--- src/rtl/sfp_ctrl.sv ---
// Sequencer for the SFP accumulate/ReLU datapath: clear, stream psums, drain, write per output.
// Optional `SFP_CTRL_PERF_EN adds a busy-cycle counter on port perf_cycles.
module sfp_ctrl #(
    parameter int PAW = 11,
    parameter int OAW = 5,
    parameter int KW  = 4
) (
    input  logic           clk,
    input  logic           reset,
    input  logic           start,
    input  logic [KW-1:0]  cfg_kij,
    input  logic [OAW-1:0] cfg_onij,
    input  logic           stall,
    output logic           busy,
    output logic           done,
    output logic           psum_rd_en,
    output logic [PAW-1:0] psum_rd_addr,
    output logic           acc_clr,
    output logic           acc_en,
    output logic           out_wr_en,
    output logic [OAW-1:0] out_wr_addr
`ifdef SFP_CTRL_PERF_EN
    ,
    output logic [31:0]    perf_cycles
`endif
);

    typedef enum logic [2:0] {
        IDLE, CLR, READ, FLUSH, DRAIN, WRITE, DONE
    } state_t;

    state_t         state, nxt_state, op_state;
    logic [KW-1:0]  kij_q, k, nxt_k;
    logic [OAW-1:0] onij_q, o, nxt_o;
    logic [PAW-1:0] addr, nxt_addr;
    logic           bubble, op_fire;

    assign psum_rd_addr = addr;
    assign out_wr_addr  = o;

    // NOTE: every always_comb output gets a default first, so no latch can be inferred.
    always_comb begin
        nxt_state = state;
        nxt_k     = k;
        nxt_o     = o;
        nxt_addr  = addr;
        case (state)
            CLR:   nxt_state = READ;
            READ: begin
                if (k == kij_q - KW'(1)) begin
                    nxt_state = FLUSH;
                end else begin
                    nxt_k    = k + KW'(1);
                    nxt_addr = addr + PAW'(onij_q);
                end
            end
            FLUSH: nxt_state = DRAIN;
            DRAIN: nxt_state = WRITE;
            WRITE: begin
                if (o == onij_q - OAW'(1)) begin
                    nxt_state = DONE;
                end else begin
                    nxt_state = CLR;
                    nxt_o     = o + OAW'(1);
                    nxt_k     = '0;
                    nxt_addr  = PAW'(o + OAW'(1));
                end
            end
            default: nxt_state = state;
        endcase
    end

    // A stall seen at an edge turns the following cycle into a bubble: the pending
    // operation is parked in state and performed once stall drops.
    always_comb begin
        op_state = bubble ? state : nxt_state;
        op_fire  = !stall || (op_state == DONE);
    end

    // NOTE: sequential state uses non-blocking assignments only.
    always_ff @(posedge clk) begin
        if (reset) begin
            state      <= IDLE;
            kij_q      <= '0;
            onij_q     <= '0;
            k          <= '0;
            o          <= '0;
            addr       <= '0;
            bubble     <= 1'b0;
            busy       <= 1'b0;
            done       <= 1'b0;
            psum_rd_en <= 1'b0;
            acc_clr    <= 1'b0;
            acc_en     <= 1'b0;
            out_wr_en  <= 1'b0;
        end else begin
            acc_en <= psum_rd_en;
            case (state)
                IDLE: begin
                    bubble     <= 1'b0;
                    psum_rd_en <= 1'b0;
                    out_wr_en  <= 1'b0;
                    if (start) begin
                        kij_q  <= cfg_kij;
                        onij_q <= cfg_onij;
                        k      <= '0;
                        o      <= '0;
                        addr   <= '0;
                        if (cfg_kij != '0 && cfg_onij != '0) begin
                            state   <= CLR;
                            busy    <= 1'b1;
                            acc_clr <= 1'b1;
                        end else begin
                            state   <= DONE;
                            done    <= 1'b1;
                            acc_clr <= 1'b0;
                        end
                    end else begin
                        acc_clr <= 1'b0;
                    end
                end
                DONE: begin
                    state      <= IDLE;
                    bubble     <= 1'b0;
                    busy       <= 1'b0;
                    done       <= 1'b0;
                    psum_rd_en <= 1'b0;
                    acc_clr    <= 1'b0;
                    out_wr_en  <= 1'b0;
                end
                default: begin
                    if (!bubble) begin
                        state <= nxt_state;
                        k     <= nxt_k;
                        o     <= nxt_o;
                        addr  <= nxt_addr;
                    end
                    bubble     <= !op_fire;
                    acc_clr    <= op_fire && (op_state == CLR);
                    psum_rd_en <= op_fire && (op_state == READ);
                    out_wr_en  <= op_fire && (op_state == WRITE);
                    done       <= (op_state == DONE);
                    busy       <= (op_state != DONE);
                end
            endcase
        end
    end

`ifdef SFP_CTRL_PERF_EN
    always_ff @(posedge clk) begin
        if (reset) begin
            perf_cycles <= '0;
        end else if (state == IDLE && start) begin
            perf_cycles <= '0;
        end else if (busy) begin
            perf_cycles <= perf_cycles + 32'd1;
        end
    end
`endif

endmodule

--- config.mk ---
export PLATFORM = sky130hd
export DESIGN_NAME = sfp_ctrl
export DESIGN_NICKNAME = d
export VERILOG_FILES = /design/src/rtl/sfp_ctrl.sv
export SDC_FILE = /design/constraint.sdc
export NUM_CORES = 1
export LEC_CHECK = 0
export BUFFER_PORTS_ARGS = -buffer_cell sky130_fd_sc_hd__buf_2
export CAP_MARGIN = 25
export CORE_UTILIZATION = 51
export CTS_CLUSTER_SIZE = 20
export DETAILED_ROUTE_END_ITERATION = 8
export PLACE_DENSITY_LB_ADDON = 0.05
export SLEW_MARGIN = 20
export SYNTH_ARGS = -nofsm -noshare
export SYNTH_HDL_FRONTEND = slang
export SYNTH_SLANG_ARGS = --single-unit
--- constraint.sdc ---
create_clock -name clk -period 2.2 [get_ports clk]
set_clock_uncertainty 0.05 [all_clocks]
set_input_delay 0.22 -clock clk [delete_from_list [all_inputs] [get_ports clk]]
set_output_delay 0.22 -clock clk [all_outputs]
set_load 0.02 [all_outputs]
==> flow_summary.json <==
{
  "drc": 0,
  "post_dp_cell_area_mm2": 0.00271,
  "fmax_mhz": 449,
  "coreArea_mm2": 0.00438,
  "area_growth_pct": 26.2,
  "n_antenna_cell": 0,
  "layout-drive-gt1-share_pct": 30.7,
  "crit_chain": "inv_2 -> ha_4 -> xnor2_1 -> o2bb2ai_1 -> a2111o_1 -> buf_6 -> or3_4 -> a21oi_4 -> nor3_2",
  "die_w_um": 69.6,
  "hpwl_mm": 4.66,
  "die_h_um": 69.6,
  "gp_congestion": 0.858,
  "ys_types": 59,
  "drt_first_pass_iters": 4,
  "slowest_delay_ns": 0.48,
  "syn-mean-instance-area_um2": 8.19,
  "routedWlPerCell_um": 15.9,
  "io_pins": 35,
  "fill_cells": 395,
  "cts_sinks": 39,
  "irDropWorstVdd_v": 0.000476,
  "final_cell_mix": "dfxtp_1 (36), buf_2 (34), nand2_1 (31)",
  "setup_viol": 3,
  "power.density_mw_per_mm2": 968,
  "grt_first_pass_wirelength_mm": 10.7,
  "htreeDepth": 2,
  "fin_util_pct": 67.2,
  "cts_hold_buf": 0,
  "clock-root-buffer": "clkbuf_8",
  "postSynthCellCount": 285,
  "layout_commonest_cell": "dfxtp_1",
  "slew_viol_final": 0,
  "run_status": "finished, violations left",
  "multiInputGateArea_mm2": 0.00156,
  "yosysTopAreaCellShare_pct": 33.5,
  "grt_pass1_vias": 2183,
  "async_reset_ff_share_pct": 0,
  "first_iter_violations": 141,
  "final.min_clock_period_ns": 2.23,
  "antenna_found_initial": 0,
  "cp_num_buf_inv": 2,
  "hp-class": "in2reg",
  "vias_per_cell": 5.92,
  "grt-ovfl-total": 0,
  "hold_violations": 0,
  "cp_max_fo": 6,
  "drv_cap": 0,
  "fin_area_mm2": 0.00294,
  "clockBufferDepth": 2,
  "ys_seq_area_share_pct": 33.5,
  "tightest_slew_ns": 0.433,
  "yosys-top-cells-area": "dfxtp_1 (33%), a21oi_1 (5.1%), nand2_1 (5.0%), ha_1 (4.8%), xnor2_1 (4.5%)",
  "critPathKind": "reg2reg",
  "fp.dieArea_mm2": 0.00485,
  "synthesis.area_mm2": 0.00233,
  "fin_crit_sh_pct": 101,
  "port_buffers": 34,
  "critPathLaunchType": "register",
  "via_count": 2332,
  "cts_tree": "yes",
  "critPathTopFamily": "compound AO/OA/AOI/OAI gates",
  "critPathArrivalTime_ns": 2.35,
  "synth_top_cell_by_area": "dfxtp_1",
  "slowest_stage": "a2111o_1",
  "rsz0062_at_grt": "yes",
  "violations": "setup timing",
  "p_leak_nw": 1.26,
  "ant_nets": 0,
  "synth_fp_nets": 308,
  "rows": 24,
  "wl_mm": 6.27,
  "grtUsageTotal_pct": 27.4,
  "yosysWarnings": 0,
  "cts_made_buffers": 5,
  "yosys_most_used_dff": "dfxtp_1",
  "slew_headroom_pct": 71.1,
  "layout.nets": 364,
  "synth-edff-count": 0,
  "cp_data_required_time_ns": 2.32,
  "grt_max_degree": 20,
  "clk_latency_ns": 0.29,
  "start_util_pct": 53.2,
  "endpoint_kind": "register",
  "synth_seq_cells": 39,
  "clkTransAtPathRegs_ns": 0.07,
  "finalWorstSetupSlack_ns": -0.0268,
  "seq_area_um2": 785
}
where the power goes:
| group | internal, mW | switching (mW) | leakage [nW] |
|---|---|---|---|
| logic | 0.592 | 0.858 | 0.901 |
| registers | 0.818 | 0.113 | 0.319 |
| clock network | 0.223 | 0.246 | 0.0422 |
kinds of logic (layout without fill, tap and decap cells):
family / Yosys count / in the layout / share of synthesized area [%]
AOI/OAI and AO/OA: 84 / 84 / 25.5
xor gates and xnor gates: 18 / 18 / 6.76
adders and majority gates: 10 / 10 / 5.68
buffers and inverters: 27 / 84 / 4.77
DFF: 39 / 39 / 33.5
muxes: 2 / 2 / 0.858
and+or+nand+nor: 105 / 105 / 22.9
per-layer routing:
layer  part of all wire, %  global-route usage (%)  vias to the layer above
met4                  0.73                    6.44                        0
met1                    46                    36.3                     1098
met5                     0                       0                        -
met2                    48                    45.8                       65
li1                      -                       -                     1162
met3                   4.9                    5.81                        7
flip-flops by register name, summed over array words and instances, names as in the netlist:
name,flops
psum_rd_addr,11
onij_q,5
out_wr_addr,5
k,4
kij_q,4
state,3
acc_clr,1
acc_en,1
bubble,1
busy,1
done,1
out_wr_en,1
psum_rd_en,1
layout make-up:
| cell class | count | area share (%) |
|---|---|---|
| inverters | 11 | 1.40 |
| clock buffers | 7 | 2.59 |
| well taps | 52 | 2.21 |
| clock inverters | 1 | 0.170 |
| multi-input cells | 219 | 52.9 |
| repair buffers | 65 | 14.1 |
| flip-flops and latches | 39 | 26.6 |
worst register-to-register path: cells and delay by family, from the launching register on:
family / cells / cell delay, ns
simple gates: 2 / 0.45
compound gates: 3 / 0.76
xor+xnor: 1 / 0.12
fa+ha+maj: 1 / 0.16
buf+inv: 2 / 0.21
flops: 1 / 0.36
synth_stat cells (3+ instances only):
master,instances
dfxtp_1,39
nand2_1,31
a21oi_1,24
nor2_1,24
xnor2_1,12
inv_1,11
o21ai_0,11
clkbuf_1,9
ha_1,9
nand3_1,8
nor3_1,8
a211oi_1,6
and3_1,6
xor2_1,6
a31oi_1,5
buf_2,4
or4_1,4
a21o_1,3
a311oi_1,3
and2_1,3
nand2b_1,3
o211ai_1,3
or3_1,3
worst paths after layout:
kind,startpoint,endpoint,slack (ns),cells past startpoint
max,onij_q[0]$_SDFFE_PP0P_,busy$_SDFFE_PP0P_,-0.03,9
min,cfg_onij[4],onij_q[4]$_SDFFE_PP0P_,0.13,3
max reg2reg,onij_q[0]$_SDFFE_PP0P_,busy$_SDFFE_PP0P_,-0.03,9
min reg2reg,psum_rd_en$_SDFF_PP0_,acc_en$_SDFF_PP0_,0.41,1
metrics by stage:
stage	setup TNS, ns	setup WS (ns)	hold WS, ns	std cells	total power [mW]
floorplan	0	0.0245	0.274	285	1.81
global placement	-0.0707	-0.0314	0.397	383	2.22
detailed placement	-0.827	-0.151	0.404	383	2.24
CTS	0	0.00568	0.127	392	2.74
global route	-0.647	-0.102	0.129	394	3.06
finish	-0.0626	-0.0268	0.135	394	2.85
timing repair:
item	CTS	global route
pin swaps	2	17
endpoints found under the setup margin	19	24
gates resized for setup	8	26
setup buffers	1	2
(Power assumes the default switching activity.)
